File: src/rtl/minesweeper_pkg.sv
// Shared minesweeper types and helpers: FSM states, board coordinates and the
// flat bitmap index used by the placer and the neighbour counter.
package minesweeper_pkg;

   // Largest board edge the coordinate width can address.
   localparam int unsigned MAX_DIM = 16;
   // Bitmap width; cells outside the configured board stay zero.
   localparam int unsigned CELLS   = MAX_DIM * MAX_DIM;

   typedef logic [3:0] coord_t;

   typedef enum logic [1:0] {
      IDLE  = 2'd0,
      CLEAR = 2'd1,
      DRAW  = 2'd2,
      FIN   = 2'd3
   } state_t;

   // Flat bitmap index with a fixed MAX_DIM stride, independent of ROWS/COLS.
   function automatic logic [7:0] cell_index(input coord_t row, input coord_t col);
      return {row, col};
   endfunction

endpackage

File: src/rtl/mine_neighbour_count.sv
// Counts mines among the eight neighbours of a cell. Neighbours that fall
// outside the ROWS x COLS board contribute nothing; the centre is excluded.
module mine_neighbour_count
   import minesweeper_pkg::*;
#(
   parameter int unsigned ROWS = 8,
   parameter int unsigned COLS = 8
)
(
   input  logic [CELLS-1:0] i_bitmap,
   input  coord_t           i_row,
   input  coord_t           i_col,
   output logic [3:0]       o_adj
);

   logic [3:0] w_sum;
   int         w_nr;
   int         w_nc;

   // Walk the 3x3 window and add every in-board neighbour bit.
   always_comb begin
      w_sum = '0;
      w_nr  = 0;
      w_nc  = 0;
      for (int dr = -1; dr <= 1; dr++) begin
         for (int dc = -1; dc <= 1; dc++) begin
            w_nr = int'(i_row) + dr;
            w_nc = int'(i_col) + dc;
            if ((dr != 0 || dc != 0) &&
                w_nr >= 0 && w_nr < int'(ROWS) &&
                w_nc >= 0 && w_nc < int'(COLS)) begin
               w_sum = w_sum + 4'(i_bitmap[cell_index(coord_t'(w_nr), coord_t'(w_nc))]);
            end
         end
      end
   end

   assign o_adj = w_sum;

endmodule

File: src/rtl/mine_placer.sv
// Mine placer: draws candidate cells from the LFSR byte stream and sets MINES
// bits in the board bitmap, skipping the first-click cell. A combinational read
// port returns the mine flag and neighbour count of any cell.
//
// Optional build macro MINE_PLACER_SAFE_ZONE_EN: when defined the whole 3x3
// neighbourhood of the first click is kept mine-free instead of the single cell.
//
// state | meaning
// IDLE  | waiting for start; done/err hold the last result
// CLEAR | one cycle wiping bitmap and counters
// DRAW  | one candidate per cycle until MINES placed or draw budget spent
// FIN   | one cycle publishing done/err, then back to IDLE
module mine_placer
   import minesweeper_pkg::*;
#(
   parameter int unsigned ROWS      = 8,
   parameter int unsigned COLS      = 8,
   parameter int unsigned MINES     = 10,
   parameter int unsigned MAX_DRAWS = 1024
)
(
   input  logic       i_clock,
   input  logic       i_reset,
   input  logic       i_start,
   input  logic [3:0] i_safe_row,
   input  logic [3:0] i_safe_col,
   input  logic [7:0] i_rand_byte,
   input  logic [3:0] i_rd_row,
   input  logic [3:0] i_rd_col,
   output logic       o_rd_mine,
   output logic [3:0] o_rd_adj,
   output logic       o_busy,
   output logic       o_done,
   output logic       o_err
);

   localparam int unsigned MINE_W = $clog2(MINES + 1);
   localparam int unsigned DRAW_W = $clog2(MAX_DRAWS + 1);

   localparam logic [MINE_W-1:0] MINES_C = MINE_W'(MINES);
   localparam logic [DRAW_W-1:0] DRAWS_C = DRAW_W'(MAX_DRAWS);
   // Five bits so a 16-wide board compares cleanly against 4-bit coordinates.
   localparam logic [4:0]        ROWS_C  = 5'(ROWS);
   localparam logic [4:0]        COLS_C  = 5'(COLS);

   state_t              r_state;
   state_t              w_state_nxt;
   logic [CELLS-1:0]    r_bitmap;
   logic [MINE_W-1:0]   r_mine_cnt;
   logic [DRAW_W-1:0]   r_draw_cnt;
   coord_t              r_safe_row;
   coord_t              r_safe_col;
   logic                r_done;
   logic                r_err;

   logic [7:0]          w_idx;
   coord_t              w_cand_row;
   coord_t              w_cand_col;
   logic [7:0]          w_cand_cell;
   logic                w_in_board;
   logic                w_safe_valid;
   logic                w_excluded;
   logic                w_accept;
   logic                w_last_mine;
   logic                w_last_draw;
   logic                w_start_acc;
   logic                w_finish;
   logic                w_rd_in_board;

   // The LFSR never emits zero, so idx spans 0..254 and cell (15,15) is never drawn.
   assign w_idx       = i_rand_byte - 8'd1;
   assign w_cand_row  = w_idx[3:0];
   assign w_cand_col  = w_idx[7:4];
   assign w_cand_cell = cell_index(w_cand_row, w_cand_col);

   assign w_in_board   = ({1'b0, w_cand_row} < ROWS_C) && ({1'b0, w_cand_col} < COLS_C);
   // An off-board first click excludes nothing, even with the zone enabled.
   assign w_safe_valid = ({1'b0, r_safe_row} < ROWS_C) && ({1'b0, r_safe_col} < COLS_C);

`ifdef MINE_PLACER_SAFE_ZONE_EN
   coord_t w_drow;
   coord_t w_dcol;

   assign w_drow = (w_cand_row >= r_safe_row) ? (w_cand_row - r_safe_row)
                                              : (r_safe_row - w_cand_row);
   assign w_dcol = (w_cand_col >= r_safe_col) ? (w_cand_col - r_safe_col)
                                              : (r_safe_col - w_cand_col);
   assign w_excluded = w_safe_valid && (w_drow <= 4'd1) && (w_dcol <= 4'd1);
`else
   assign w_excluded = w_safe_valid && (w_cand_row == r_safe_row) &&
                       (w_cand_col == r_safe_col);
`endif

   assign w_accept    = (r_state == DRAW) && w_in_board && !w_excluded &&
                        !r_bitmap[w_cand_cell];
   assign w_last_mine = w_accept && ((r_mine_cnt + MINE_W'(1)) == MINES_C);
   assign w_last_draw = (r_draw_cnt + DRAW_W'(1)) == DRAWS_C;
   assign w_start_acc = (r_state == IDLE) && i_start;
   assign w_finish    = (r_state == DRAW) && (w_state_nxt == FIN);

   // State register.
   always_ff @(posedge i_clock) begin
      if (i_reset) begin
         r_state <= IDLE;
      end else begin
         r_state <= w_state_nxt;
      end
   end

   // Next-state decode; start is only honoured in IDLE.
   always_comb begin
      w_state_nxt = r_state;
      case (r_state)
         IDLE:    if (i_start) w_state_nxt = CLEAR;
         CLEAR:   w_state_nxt = DRAW;
         DRAW:    if (w_last_mine || w_last_draw) w_state_nxt = FIN;
         FIN:     w_state_nxt = IDLE;
         default: w_state_nxt = IDLE;
      endcase
   end

   // Bitmap, counters and latched first-click cell.
   always_ff @(posedge i_clock) begin
      if (i_reset) begin
         r_bitmap   <= '0;
         r_mine_cnt <= '0;
         r_draw_cnt <= '0;
         r_safe_row <= '0;
         r_safe_col <= '0;
      end else begin
         if (w_start_acc) begin
            r_safe_row <= i_safe_row;
            r_safe_col <= i_safe_col;
         end
         if (r_state == CLEAR) begin
            r_bitmap   <= '0;
            r_mine_cnt <= '0;
            r_draw_cnt <= '0;
         end else if (r_state == DRAW) begin
            r_draw_cnt <= r_draw_cnt + DRAW_W'(1);
            if (w_accept) begin
               r_bitmap[w_cand_cell] <= 1'b1;
               r_mine_cnt            <= r_mine_cnt + MINE_W'(1);
            end
         end
      end
   end

   // Result flags: cleared by an accepted start, set on the last DRAW cycle.
   always_ff @(posedge i_clock) begin
      if (i_reset) begin
         r_done <= 1'b0;
         r_err  <= 1'b0;
      end else if (w_start_acc) begin
         r_done <= 1'b0;
         r_err  <= 1'b0;
      end else if (w_finish) begin
         r_done <= 1'b1;
         r_err  <= !w_last_mine;
      end
   end

   assign o_busy = (r_state == CLEAR) || (r_state == DRAW);
   assign o_done = r_done;
   assign o_err  = r_err;

   assign w_rd_in_board = ({1'b0, i_rd_row} < ROWS_C) && ({1'b0, i_rd_col} < COLS_C);
   assign o_rd_mine     = w_rd_in_board && r_bitmap[cell_index(i_rd_row, i_rd_col)];

   mine_neighbour_count #(
      .ROWS (ROWS),
      .COLS (COLS)
   ) u_adj (
      .i_bitmap (r_bitmap),
      .i_row    (i_rd_row),
      .i_col    (i_rd_col),
      .o_adj    (o_rd_adj)
   );

endmodule
File: config.mk
export PLATFORM = sky130hd
export DESIGN_NAME = mine_placer
export DESIGN_NICKNAME = d
export VERILOG_FILES = /design/src/rtl/minesweeper_pkg.sv /design/src/rtl/mine_neighbour_count.sv /design/src/rtl/mine_placer.sv
export SDC_FILE = /design/constraint.sdc
export NUM_CORES = 1
export LEC_CHECK = 0
export CORE_ASPECT_RATIO = 0.9
export CORE_UTILIZATION = 55
export CTS_CLUSTER_DIAMETER = 150
export CTS_CLUSTER_SIZE = 24
export DETAILED_ROUTE_END_ITERATION = 10
export GPL_ROUTABILITY_DRIVEN = 0
export GPL_TIMING_DRIVEN = 0
export PLACE_DENSITY_LB_ADDON = 0.3
export SETUP_SLACK_MARGIN = 0.3
export SLEW_MARGIN = 20
export SYNTH_ARGS = -nofsm -noshare
export SYNTH_HDL_FRONTEND = slang
export SYNTH_SLANG_ARGS = --single-unit
File: constraint.sdc
create_clock -name i_clock -period 48.7 [get_ports i_clock]
set_input_delay 14.61 -clock i_clock [delete_from_list [all_inputs] [get_ports i_clock]]
set_output_delay 14.61 -clock i_clock [all_outputs]
set_load 0.02 [all_outputs]
==> results.py, run 1 <==
metrics = {
    "logic_synthesis": {
        "synth_ff_type": "dfxtp_1",
        "synthAdderAreaFrac_pct": 1.968,
        "synth_compound_area_share_pct": 7.948,
        "synth_common_cells": "dfxtp_1 (283), mux4_2 (251), and2_1 (194)",
        "synth-simple-area-share_pct": 15.09,
        "synth_top_area_cell": "dfxtp_1",
        "syn_nets": 1716,
        "yosys-top-cells-area": "dfxtp_1 (31%), mux4_2 (31%), mux2i_1 (6.9%)",
        "syn_inst": 1660,
        "ys_warn_count": 0,
        "avgSynthCellArea_um2": 11.11,
        "synth_edf_count": 0,
        "synthDistinctLibCells": 70,
        "seq_area_frac_synth_pct": 30.73,
        "synthMuxAreaShare_pct": 38.72,
        "postSynth.asyncResetShare_pct": 0,
        "synth_area_mm2": 0.01844,
        "synth_top_family_by_area": "multiplexers",
        "synth.most_common_cell": "dfxtp_1",
        "netlist.area_leader.share_pct": 30.73,
        "synth-seq-cells": 283,
        "synth_xor_area_share_pct": 1.900,
    },
    "cts": {
        "holdBufCountCts": 0,
        "cts-root-buf": "clkbuf_16",
        "cts_buffers": 15,
        "clock_path_buffers": 3,
        "cts_resized": 0,
        "clock-sinks": 283,
        "insertion_delay_ps": 530,
        "post_cts_buffers": 0,
        "clk_pin_slew_ps": 100,
        "cts_tree": "built",
        "cts_max_level": 1,
    },
    "sta": {
        "tns_ps": 0,
        "hold_viol": 0,
        "finalSetupViolations": 0,
        "fin_worst_skew_ps": 19.91,
        "drv_slew": 0,
        "slew_headroom_pct": 18.69,
        "layout_min_cycle_time_ps": 40950,
        "max_freq_mhz": 24.42,
        "tightest_slew_ps": 1220,
        "post-route-period-util_pct": 84.09,
        "hold_ws_ps": 464.6,
        "grt_setup_unrepaired": "false",
    },
    "power_and_ir_drop": {
        "switchingPower_mw": 0.1593,
        "p_leak_nw": 7.020,
        "power_frac_seq_pct": 48.6,
        "p_sw_share_pct": 32.83,
        "comb_power_share_pct": 23.5,
        "peakVddDrop_mv": 0.01994,
        "clock_power_share_pct": 28.0,
        "internal_power_mw": 0.3259,
        "powerDensity_mw_per_mm2": 24.63,
    },
    "worst_setup_path": {
        "worstPathArrival_ps": 26340,
        "max_stage_delay_ps": 770,
        "start_kind": "input pin",
        "path_class": "input pin to primary output",
        "crit_path_end_kind": "primary output",
        "r2r-end": "r_bitmap[85]",
        "cpMaxStageDelayCell": "clkbuf_1",
        "reg2reg_from": "r_bitmap[99]",
        "worstPathMaxFanout": 10,
        "r2r_slack_ps": 45750,
        "crit_top_cell": "ha_1",
        "r2r_cells": 8,
        "required_ps": 34090,
    },
    "global_route": {
        "grt_first_pass_wirelength_um": 91290,
        "grt_pass1_vias": 14818,
        "antenna_found_initial": 0,
        "grt_overflow_total": 0,
        "grt_max_degree": 25,
        "gr-usage-all-layers_pct": 35.30,
    },
    "floorplanning": {
        "die_h_um": 175.7,
        "die-area_mm2": 0.03426,
        "die_width_um": 195.0,
        "start_util_pct": 55.95,
        "fp.coreArea_mm2": 0.03295,
        "io_pins": 35,
        "rows": 63,
    },
    "cells_and_area": {
        "stdcell_area_mm2": 0.01970,
        "final_net_count": 1763,
        "stdcell_count": 2130,
        "multi_input_area_mm2": 0.01213,
        "layout-drive-gt1-share_pct": 20.80,
        "fill_cells": 2649,
        "ff_latch_area_mm2": 0.005665,
        "area_growth_pct": 6.868,
    },
    "routing": {
        "first_pass_iters": 6,
        "viasPerCell": 7.292,
        "vias": 15531,
        "drc": 0,
        "wl_per_cell_um": 28.47,
        "drtIter0Drc": 2451,
        "drt_wl_total_um": 60630,
        "ant_nets": 0,
    },
    "hold_path": {
        "hold_depth": 2,
        "hp-class": "flop to flop",
        "whs_endpoint": "r_safe_row[3]",
        "min-delay-start": "r_safe_row[3]",
    },
    "status": {
        "outcome": "complete, no violations",
    },
    "placement": {
        "numPortBuffers": 28,
        "dp.cells": 2112,
        "hpwl_um": 44550,
        "place_area_mm2": 0.01930,
    },
    "job": {
        "maxCapViolations": 0,
    },
}
## layout by cell type (no fill, tap or decap), types with 4 or more instances in the layout
cell type	count
and2_1	194
ha_1	29
buf_6	7
o31ai_1	36
a22oi_1	10
inv_2	5
nor2b_1	7
xnor2_1	20
buf_1	12
xor2_1	16
nand4_1	14
a221oi_1	6
mux2_2	19
buf_4	4
buf_2	27
inv_1	16
clkbuf_16	15
clkdlybuf4s50_1	28
or2_2	6
clkbuf_1	82
a311oi_1	4
mux2i_1	127
or4_1	4
o21ai_0	63
nor3_1	15
nor3b_1	5
a211oi_1	16
a21o_1	4
nor2_1	53
clkbuf_2	5
dfxtp_1	283
mux4_2	251
or3_1	6
nand2_1	176
and3_1	6
a21oi_1	38
nand3_1	32
nand2b_1	6
## layout make-up
class	count	share of cell area [%]
Clock buffer	15	1.905
Antenna cell	1	0.01270
Clock inverter	2	0.08256
Tap cell	422	2.680
Timing Repair Buffer	30	1.537
Sequential cell	283	28.76
Multi-Input combinational cell	1221	61.58
Inverter	21	0.4001
Buffer	135	3.042
## how the worst max path moves through the flow
stage,to,depth (start not counted),start
finish,o_rd_adj[1],40,i_rd_col[1]
global route,o_rd_adj[1],40,i_rd_col[1]
CTS,o_rd_adj[1],40,i_rd_col[1]
detailed placement,o_rd_adj[1],40,i_rd_col[1]
global placement,o_rd_adj[1],39,i_rd_col[1]
floorplan,o_rd_adj[2],37,i_rd_col[0]
## state kept, by name, indices dropped and copies added (netlist names)
register    count
r_bitmap      256
o_done          1
r_safe_col      4
r_draw_cnt     11
r_safe_row      4
o_err           1
r_mine_cnt      4
r_state         2
## cells by family (layout without fill, tap and decap cells)
logic type                 Yosys count  after routing
xor gates and xnor gates            40             40
other                                0              1
buffers and inverters              156            203
DFF                                283            283
AOI/OAI and AO/OA                  217            217
adders and majority gates           29             29
and+or+nand+nor                    538            538
muxes                              397            397
## worst max-delay path: cells and delay by family
family          cells  cell delay [ps]
fa+ha+maj           9             2470
mux                 6             2010
simple gates        8             1350
buf+inv            11             5130
compound gates      6              740
## power by group through the flow
stage	Clock [mW]	Combinational [mW]	Sequential [mW]
5_1_grt	0.143	0.119	0.236
2_1_floorplan	0	0.0723	0.241
4_1_cts	0.135	0.110	0.236
3_3_place_gp	0	0.107	0.241
6_report	0.136	0.114	0.236
3_5_place_dp	0	0.109	0.241
## routing by layer
layer  global-route usage (%)  part of all wire, %  vias up
li1                         -                    -     6369
met1                    45.43                   36     7497
met2                    51.52                   42     1346
met3                    13.11                   16      317
met4                    19.06                  6.6        2
met5                    1.282                0.097        -
## metrics by stage
stage / util (%) / power (mW) / worst slack, ps
2_1_floorplan: - / 0.3130 / 11530
3_3_place_gp: 58.40 / 0.3476 / 7966
3_5_place_dp: 58.58 / 0.3503 / 7759
4_1_cts: 59.77 / 0.4806 / 7709
5_1_grt: 59.79 / 0.4984 / 7253
6_report: 59.79 / 0.4852 / 7748
(Power assumes the default switching activity.)
==> run 2: changes to the inputs <==
clock period = 34.4 ns   (was 48.7 ns; I/O delays follow)
==> results of run 2 <==
The final DEF is identical to that of run 1. Status: complete, no violations.
Main changes from that run: setup slack after placement 7759 ps -> 2039 ps; setup slack after layout 7748 ps -> 2028 ps; register-to-register setup slack 45750 ps -> 31450 ps; total power 0.4852 mW -> 0.6868 mW; worst IR drop on VDD 0.01994 mV -> 0.02823 mV
